--- config.mk ---
export PLATFORM = sky130hd
export DESIGN_NAME = pipe_stage_skid
export DESIGN_NICKNAME = d
export VERILOG_FILES = /design/src/rtl/pipe_stage_skid.sv
export SDC_FILE = /design/constraint.sdc
export NUM_CORES = 1
export LEC_CHECK = 0
export ABC_AREA = 1
export BUFFER_PORTS_ARGS = -buffer_cell sky130_fd_sc_hd__buf_2
export CELL_PAD_IN_SITES_DETAIL_PLACEMENT = 0
export CELL_PAD_IN_SITES_GLOBAL_PLACEMENT = 2
export CORE_AREA = 4 4 147 256
export CTS_CLUSTER_SIZE = 30
export DETAILED_ROUTE_END_ITERATION = 10
export DIE_AREA = 0 0 151 260
export PLACE_DENSITY = 0.94
export SYNTH_ARGS = -nofsm -noshare
export SYNTH_HDL_FRONTEND = slang
export SYNTH_SLANG_ARGS = --single-unit
--- constraint.sdc ---
create_clock -name clk_i -period 5.2 [get_ports clk_i]
set_clock_uncertainty 0.15 [all_clocks]
set_input_delay 1.3 -clock clk_i [delete_from_list [all_inputs] [get_ports clk_i]]
set_output_delay 1.3 -clock clk_i [all_outputs]
set_load 0.01 [all_outputs]
--- src/rtl/pipe_stage_skid.sv ---
// Parametrised valid/ready pipeline stage with a 2-entry skid buffer.
// Optional stall/flush counters: define PIPE_STAGE_SKID_PERF_EN.
module pipe_stage_skid #(
    parameter int unsigned       DATA_W    = 128,
    parameter logic [DATA_W-1:0] FLUSH_VAL = '0,
    parameter int unsigned       PERF_W    = 16
) (
    input  logic              clk_i,
    input  logic              rst_n_i,
    input  logic              flush_i,
    input  logic              in_valid_i,
    output logic              in_ready_o,
    input  logic [DATA_W-1:0] in_data_i,
    output logic              out_valid_o,
    input  logic              out_ready_i,
`ifdef PIPE_STAGE_SKID_PERF_EN
    output logic [PERF_W-1:0] stall_cnt_o,
    output logic [PERF_W-1:0] flush_cnt_o,
`endif
    output logic [DATA_W-1:0] out_data_o
);

    typedef enum logic [1:0] {
        EMPTY = 2'd0,
        ONE   = 2'd1,
        TWO   = 2'd2
    } state_e;

    state_e            state_q;
    logic [DATA_W-1:0] main_q;
    logic [DATA_W-1:0] skid_q;
    logic              in_ready_q;
    logic              out_valid_q;
    logic              in_fire;
    logic              out_fire;

    assign in_fire     = in_valid_i & in_ready_q;
    assign out_fire    = out_valid_q & out_ready_i;
    assign in_ready_o  = in_ready_q;
    assign out_valid_o = out_valid_q;
    assign out_data_o  = main_q;

    // main_q always holds the older beat; skid_q only fills in TWO
    always_ff @(posedge clk_i or negedge rst_n_i) begin
        if (!rst_n_i) begin
            state_q     <= EMPTY;
            main_q      <= FLUSH_VAL;
            skid_q      <= FLUSH_VAL;
            in_ready_q  <= 1'b1;
            out_valid_q <= 1'b0;
        end else if (flush_i) begin
            state_q     <= EMPTY;
            main_q      <= FLUSH_VAL;
            skid_q      <= FLUSH_VAL;
            in_ready_q  <= 1'b1;
            out_valid_q <= 1'b0;
        end else begin
            unique case (state_q)
                EMPTY: begin
                    if (in_fire) begin
                        state_q     <= ONE;
                        main_q      <= in_data_i;
                        out_valid_q <= 1'b1;
                    end
                end
                ONE: begin
                    if (in_fire && out_fire) begin
                        main_q <= in_data_i;
                    end else if (in_fire) begin
                        state_q    <= TWO;
                        skid_q     <= in_data_i;
                        in_ready_q <= 1'b0;
                    end else if (out_fire) begin
                        state_q     <= EMPTY;
                        out_valid_q <= 1'b0;
                    end
                end
                TWO: begin
                    if (out_fire) begin
                        state_q    <= ONE;
                        main_q     <= skid_q;
                        in_ready_q <= 1'b1;
                    end
                end
                default: begin
                    state_q     <= EMPTY;
                    in_ready_q  <= 1'b1;
                    out_valid_q <= 1'b0;
                end
            endcase
        end
    end

`ifdef PIPE_STAGE_SKID_PERF_EN
    logic [PERF_W-1:0] stall_cnt_q;
    logic [PERF_W-1:0] flush_cnt_q;

    // saturating counters, deliberately untouched by flush
    always_ff @(posedge clk_i or negedge rst_n_i) begin
        if (!rst_n_i) begin
            stall_cnt_q <= '0;
            flush_cnt_q <= '0;
        end else begin
            if (out_valid_q && !out_ready_i && (stall_cnt_q != '1)) begin
                stall_cnt_q <= stall_cnt_q + PERF_W'(1);
            end
            if (flush_i && (flush_cnt_q != '1)) begin
                flush_cnt_q <= flush_cnt_q + PERF_W'(1);
            end
        end
    end

    assign stall_cnt_o = stall_cnt_q;
    assign flush_cnt_o = flush_cnt_q;
`endif

endmodule

-- Yosys cells after proc, flatten, opt, wreduce, memory -nomap -nowiden
Cells that the tools add are included.
- word-level logic and storage cells: 56
- output and inout bits: 130
- bits in registers: 260
- input port bits: 133
- muxes and demuxes: 26
- reductions and logical operators: 10
- bitwise logic cells: 2
- eq/ne operators: 13
- operators by type and width (operator ; count):
    $mux 128 ; 7
    $pmux 128 s3 ; 1
    $ne 3x3->1 const B ; 7
    $mux 2 ; 6
    $reduce_and 4->1 ; 3
    $mux 1 ; 9
    $ne 2x2->1 const B ; 3
    $pmux 1 s3 ; 2
    $pmux 2 s3 ; 1
    $reduce_and 5->1 ; 1
    $ne 4x4->1 const B ; 1
    $reduce_bool 2->1 ; 2
    $reduce_bool 4->1 ; 1
    $reduce_and 3->1 ; 1
    $and 1x1->1 ; 2
    $eq 2x1->1 const B ; 1
    $eq 2x2->1 const B ; 1
    $logic_not 2->1 ; 1
    $logic_and 1x1->1 ; 1

-- Depth between registers and ports, before layout
Gate-level depths: netlist of the first run.
- depth after elaboration: 6
- gate-level depth with buffers: 12
- mapped depth without buffers: 10

-- Least setup slack after synthesis of the first run
OpenSTA, ideal clock, no wires.
- kind: input to register
- start point: input port in_valid_i
- end point: register main_q[30], in the netlist out_data_o[30]
- library setup time: 0.117 ns
- required time: 4.933 ns
- slack: 2.765 ns
- path buffers: 2
- arrival: 2.169 ns
- cell stages on the path: 9
- path through: nand2_1 inv_1 nor2_1 nor2_2 nand2_1 buf_4 buf_6 nand2_1 nand2_1
- cells in the longest elaborated chain, start to end: 4
- elaborated cells between the ends (all ways): 5
- those cells by class: eq/ne: 2; bitwise: 1; reduce/logical: 2
- RTL lines (item ; RTL line ; source):
    start, declared ; 11 ; input logic in_valid_i,
    $and 1x1->1 * ; 37 ; assign in_fire = in_valid_i & in_ready_q;
    $logic_and 1x1->1 ; 67 ; if (in_fire && out_fire) begin
    $ne 3x3->1 (no source line) ; n/a ;
    $reduce_and 4->1 (no source line) * ; n/a ;
    end signal, assigned ; 62 ; main_q <= in_data_i;
    end signal, assigned ; 68 ; main_q <= in_data_i;
    end signal, assigned ; 81 ; main_q <= skid_q;
    end, declared ; 30 ; logic [DATA_W-1:0] main_q;
Every way passes the cells marked *; elsewhere a longest branch is shown, timed or not.
A chain may end at the register's enable or synchronous reset.

-- Final worst setup path of the first run
- start point: input port flush_i
- end point: register main_q[112], in the netlist out_data_o[112]
- cells in the longest elaborated chain, start to end: 2
- elaborated cells between the ends (all ways): 6
- those cells by class: eq/ne: 3; mux: 1; reduce/logical: 2
- RTL lines (item ; RTL line ; source):
    start, declared ; 10 ; input logic flush_i,
    $ne 3x3->1 (no source line) / $reduce_bool 4->1 (equally long branches) ; n/a ;
    $reduce_and 4->1 (no source line) ; n/a ;
Parallel ways exist; a longest one is shown, timed or not.

==> flow_summary.ini, run 1 <==
[place]
portBuffers = 262
gp_congestion = 0.788
dpl_cell_area_um2 = 13500
dpl.hpwl_mm = 23.7

[run_status]
status = completed

[clock_network]
tritoncts = yes
clock_path_buffers = 3
postCtsSetupBuffers = 0
clk_latency_ns = 0.54
clk_pin_slew_worst_paths_ns = 0.06
cts-root-buf = clkbuf_16
cts_buffers = 26
clock-sinks = 260
cts.repair.resized = 0
hold_buffers = 0
cts_max_level = 1

[floorplanning]
row_count = 92
die_height_um = 260
core_area_um2 = 35700
die_area_um2 = 39300
io_pins = 263
fp.dieW_um = 151
initial_core_util = 0.336

[final_layout]
syn2layout_area_growth_pct = 20.0
nets = 1848
fillCellCount = 3778
drive_gt1_frac = 0.193
fin_area_um2 = 14400

[job]
drv_cap = 0

[logic_synthesis]
async_reset_ff_frac = 1.00
synth-warning-count = 0
synth_most_common_cell = nand2_1
synth_flop_cell = dfrtp_1
synth_edf_count = 0
syn_nets = 1656
ys_seq_area_frac = 0.543
syn_inst = 1519
avgSynthCellArea_um2 = 7.88
syn_area_um2 = 12000
yosys-top-cells-area = dfrtp_1 (54%), nand2_1 (17%), nand3_1 (8.1%)
synth_seq_cells = 260
yosys.area.top_type = dfrtp_1
synth.distinct_cells = 20
ys_top_cells_by_count = nand2_1 (530), dfrtp_1 (259), nor2_1 (196), nand3_1 (194), o21ai_0 (106)
synth_top_area_frac = 0.541

[routing]
ant_nets = 0
post_drt_wl_per_cell_um = 17.3
num_vias = 10800
wl_mm = 38.0
drtIter0Drc = 678
drcViolationCount = 0
viasPerCell = 4.89
dr.pass1.iters = 5

[sta]
finalSetupViolCount = 0
finalCritPeriodShare = 0.674
worstMarginPinSlew_ns = 1.11
whs_ns = 0.313
min_period_ns = 3.50
hold_viol = 0
rsz0062_at_grt = false
relSlewSlack = 0.263
drv_slew = 0
setup-tns-final_ns = 0
fmax_ghz = 0.285

[grt]
grt.overflow.total = 0
grt_pass1_wl_mm = 60.0
grt.total_usage = 0.191
grt_pass1_vias = 10800
antenna_found_initial = 6
grt_max_degree = 111

[worst_hold_path]
holdCritPathClass = reg -> reg

[setup_path]
worst-setup-path-type = in -> reg
worst_ep_required_time_ns = 5.52
crit_slowest_cell = buf_4
crit_family = buffers and inverters
max_stage_delay_ns = 0.79
setup.worst_path.start_class = input pin
worstPathMaxFanout = 98
critPathCaptureType = flop
crit_arrival_ns = 3.82
path_buf_inv = 4
path_cells = buf_2 > inv_6 > nand2_1 > nor2_1 > nor2_4 > buf_4 > buf_4 > nand3_1 > nand2_1

[power_and_ir_drop]
ir_worst_vdd_v = 0.000264
powerDensity_nw_per_um2 = 528
leakage_nw = 8.08
[final timing paths]
| check | start | to | slack (ns) | cells past startpoint |
|---|---|---|---|---|
| min in group asynchronous | rst_n_i | out_data_o[6]$_DFFE_PN0P_ | 0.68 | 1 |
| setup reg to reg | state_q[0]$_DFFE_PN0P_ | out_data_o[112]$_DFFE_PN0P_ | 1.80 | 11 |
| max in group asynchronous | rst_n_i | skid_q[103]$_DFFE_PN0P_ | 3.08 | 2 |
| setup / recovery | flush_i | out_data_o[112]$_DFFE_PN0P_ | 1.70 | 9 |
| hold / removal | out_data_o[26]$_DFFE_PN0P_ | out_data_o[26]$_DFFE_PN0P_ | 0.31 | 2 |
| hold reg to reg | out_data_o[26]$_DFFE_PN0P_ | out_data_o[26]$_DFFE_PN0P_ | 0.31 | 2 |
[through the flow]
step	setup WS, ns	utilization	std cells	power (mW)
final	1.70	0.403	2204	7.59
after global routing	1.43	0.403	2202	8.14
after CTS	1.67	0.402	2199	7.74
after detailed placement	1.09	0.378	2153	5.77
after global placement	1.13	0.378	2153	5.73
after floorplan	2.76	-	1519	4.66
[cell usage in the layout, fill, tap and decap left out, types with 2 or more instances in the layout]
master     instances
a21oi_1           69
buf_12             4
buf_2            261
buf_4             15
clkbuf_1           6
clkbuf_16         27
clkbuf_8           9
clkinv_2           2
dfrtp_1          259
diode_2            5
ha_1               3
inv_1              9
inv_2              2
nand2_1          529
nand3_1          194
nor2_1           195
nor2_4             4
o21ai_0          106
o21ai_1           24
[where the power goes]
part           internal (mW)  switching, mW
registers               2.65          0.379
logic                  0.841           1.80
clock network           1.12          0.799
total                   4.61           2.98
[flip-flops by register name, summed over array words and instances (netlist names)]
name	flops
out_data_o	128
skid_q	128
state_q	2
in_ready_o	1
out_valid_o	1
[cell families (layout without fill, tap and decap cells)]
logic type / Yosys count / count (layout) / synth area share
AOI/OAI and AO/OA: 200 / 200 / 0.0836
adders and majority gates: 4 / 4 / 0.00418
buffers and inverters: 130 / 340 / 0.0565
DFF: 260 / 260 / 0.543
other: 0 / 5 / 0
and+or+nand+nor: 925 / 925 / 0.312
[cell type report]
type	instances	area (um2)	share of cell area
Tap cell	470	588	0.0409
Multi-Input combinational cell	1129	4820	0.336
Timing Repair Buffer	281	1510	0.105
Clock inverter	4	47.5	0.00331
Antenna cell	5	12.5	0.000871
Sequential cell	260	6510	0.453
Clock buffer	42	822	0.0572
Inverter	13	56.3	0.00392
[worst min-delay path, delay by kind of cell (launching register included)]
family	cells	cell delay, ns
DFF	1	0.34
and+or+nand+nor	2	0.09
[layer usage]
layer / track usage / up-vias / wire, um
li1: - / 5265 / -
met1: 0.224 / 5118 / 14700
met2: 0.338 / 316 / 19500
met3: 0.0284 / 79 / 2020
met4: 0.0923 / 2 / 1790
met5: 0 / - / 13
Note: power is estimated with default switching activity, not from simulation.
==> inputs of run 2 (changes only) <==
--- a/config.mk
+++ b/config.mk
@@ -9,11 +9,11 @@
 export BUFFER_PORTS_ARGS = -buffer_cell sky130_fd_sc_hd__buf_2
 export CELL_PAD_IN_SITES_DETAIL_PLACEMENT = 0
 export CELL_PAD_IN_SITES_GLOBAL_PLACEMENT = 2
-export CORE_AREA = 4 4 147 256
+export CORE_AREA = 4 4 162 281
 export CTS_CLUSTER_SIZE = 30
 export DETAILED_ROUTE_END_ITERATION = 10
-export DIE_AREA = 0 0 151 260
-export PLACE_DENSITY = 0.94
+export DIE_AREA = 0 0 166 285
+export PLACE_DENSITY = 0.84
 export SYNTH_ARGS = -nofsm -noshare
 export SYNTH_HDL_FRONTEND = slang
 export SYNTH_SLANG_ARGS = --single-unit
==> constraint.sdc (replaced) <==
create_clock -name clk_i -period 3.14 [get_ports clk_i]
set_clock_uncertainty 0.15 [all_clocks]
set_input_delay 0.785 -clock clk_i [delete_from_list [all_inputs] [get_ports clk_i]]
set_output_delay 0.785 -clock clk_i [all_outputs]
set_load 0.01 [all_outputs]
==> run 2 against run 1 <==
  * Cell count up 4.7%
  * Global-route usage down 2.8 points
  * Non-clock buffer count up 6
==> flow_summary.ini, run 2 (synthesized netlist as in run 1, its figures left out) <==
[run_status]
status = completed

[sta]
drv_slew = 0
fmax_ghz = 0.433
finalSetupViolCount = 0
setup-tns-final_ns = 0
relSlewSlack = 0.311
hold_viol = 0
worstMarginPinSlew_ns = 1.03
finalCritPeriodShare = 0.736
min_period_ns = 2.31
rsz0062_at_grt = false

[power_and_ir_drop]
clkPwrFrac = 0.278
ir_worst_vdd_v = 0.000504
seq_power_share = 0.380
powerDensity_nw_per_um2 = 888
pwr-share-comb = 0.341
p_switching_mw = 5.08
p_sw_frac = 0.388
p_int_mw = 8.01
leakage_nw = 8.20

[setup_path]
cpMostUsedCell = inv_1
critPathCaptureType = flop
setup.worst_path.start_class = flop
worst-setup-path-type = reg -> reg
worst_ep_required_time_ns = 3.48
crit_arrival_ns = 2.65
crit_slowest_cell = buf_4
max_stage_delay_ns = 0.81
path_cells = inv_1 > ha_1 > inv_1 > nor2_1 > o21ai_4 > buf_4 > nand3_1 > nand2_1
worstPathMaxFanout = 82

[final_layout]
fillCellCount = 4656
nets = 1856
fin_area_um2 = 14700
finalNonFillerCells = 2307
syn2layout_area_growth_pct = 23.1
n_antenna_cell = 0
layout_common_cells = nand2_1 (529), buf_2 (261), dfrtp_1 (259), nor2_1 (195), nand3_1 (194)
drive_gt1_frac = 0.200
final_common_cell = nand2_1

[floorplanning]
fp.dieW_um = 166
initial_core_util = 0.276
die_height_um = 285
core_area_um2 = 43300
row_count = 101
io_pins = 263
die_area_um2 = 47300

[clock_network]
clock-sinks = 260
clk_latency_ns = 0.55
postCtsSetupBuffers = 0
cts-root-buf = clkbuf_16
hold_buffers = 0
clk_pin_slew_worst_paths_ns = 0.06
tritoncts = yes
cts_buffers = 28
cts_max_level = 1
cts.repair.resized = 0
clock_path_buffers = 3

[grt]
grt_pass1_wl_mm = 63.3
grt_pass1_vias = 11000
grt.total_usage = 0.163
grt_max_degree = 134
grt.overflow.total = 0
antenna_found_initial = 4

[routing]
met1_length_mm = 15.8
wl_mm = 39.6
viasPerCell = 4.65
dr_wl_met3_mm = 1.91
drcViolationCount = 0
top_layer_used = met5
num_vias = 10700
ant_nets = 0
drtIter0Drc = 569
dr.pass1.iters = 5
wl_met2_mm = 20.8
post_drt_wl_per_cell_um = 17.2

[place]
dpl.hpwl_mm = 24.5
portBuffers = 262
dp.cells = 2255
dpl_cell_area_um2 = 13700
gp_congestion = 0.751

[job]
drv_cap = 0

[worst_hold_path]
holdCritPathClass = in -> async
==> run 2: changes by cell type in the layout (fill, tap and decap cells not counted), sizes merged <==
cell	previous run	this run
clkinvlp	1	4
diode	5	0
buf	281	287
clkinv	2	7
clkbuf	42	36
bufinv	1	5
==> run 2: worst paths after layout <==
path	startpoint	to	slack, ns	cells after the start
max	state_q[1]$_DFFE_PN0P_	out_data_o[72]$_DFFE_PN0P_	0.83	8
max in group asynchronous	rst_n_i	out_data_o[3]$_DFFE_PN0P_	1.97	2
max reg2reg	state_q[1]$_DFFE_PN0P_	out_data_o[72]$_DFFE_PN0P_	0.83	8
min in group clk_i	out_data_o[22]$_DFFE_PN0P_	out_data_o[22]$_DFFE_PN0P_	0.31	2
min reg2reg	out_data_o[22]$_DFFE_PN0P_	out_data_o[22]$_DFFE_PN0P_	0.31	2
min	rst_n_i	out_data_o[75]$_DFFE_PN0P_	0.03	1
==> run 2: cell type report <==
cell class                 instances  area [um2]  area share
sequential                       260        6510       0.441
multi-input combinational       1129        4820       0.327
timing repair buffer             287        1630       0.111
clock buffer                      36         792      0.0537
tap                              566         708      0.0480
clock inverter                    16         223      0.0151
inverter                          13        56.3     0.00382
==> run 2: worst max-delay path: cells and delay by family (launching register included) <==
| family | cells | cell delay [ns] |
|---|---|---|
| buf+inv | 3 | 0.95 |
| simple gates | 3 | 0.38 |
| fa+ha+maj | 1 | 0.20 |
| compound gates | 1 | 0.11 |
| flops | 1 | 0.40 |
==> run 2: through the flow <==
| step | power, mW | util | worst slack (ns) | hold WS [ns] |
|---|---|---|---|---|
| after floorplan | 7.71 | - | 1.22 | 0.293 |
| after global placement | 9.58 | 0.317 | 0.544 | 0.301 |
| after detailed placement | 9.65 | 0.317 | 0.498 | 0.303 |
| after CTS | 13.4 | 0.340 | 0.824 | 0.0346 |
| after global routing | 14.0 | 0.340 | 0.592 | 0.0395 |
| final | 13.1 | 0.340 | 0.830 | 0.0263 |
==> run 2: layer usage <==
| metal | vias up | global-route usage |
|---|---|---|
| li1 | 5299 | - |
| met1 | 5110 | 0.190 |
| met2 | 249 | 0.305 |
| met3 | 62 | 0.0301 |
| met4 | 4 | 0.0475 |
| met5 | - | 0 |
==> run 2: power groups by stage <==
stage	registers [mW]	logic, mW	clock network (mW)
floorplan	5.34	2.38	0
global placement	5.03	4.56	0
detailed placement	5.04	4.61	0
CTS	5.00	4.61	3.78
global route	5.10	5.04	3.89
finish	4.98	4.47	3.64
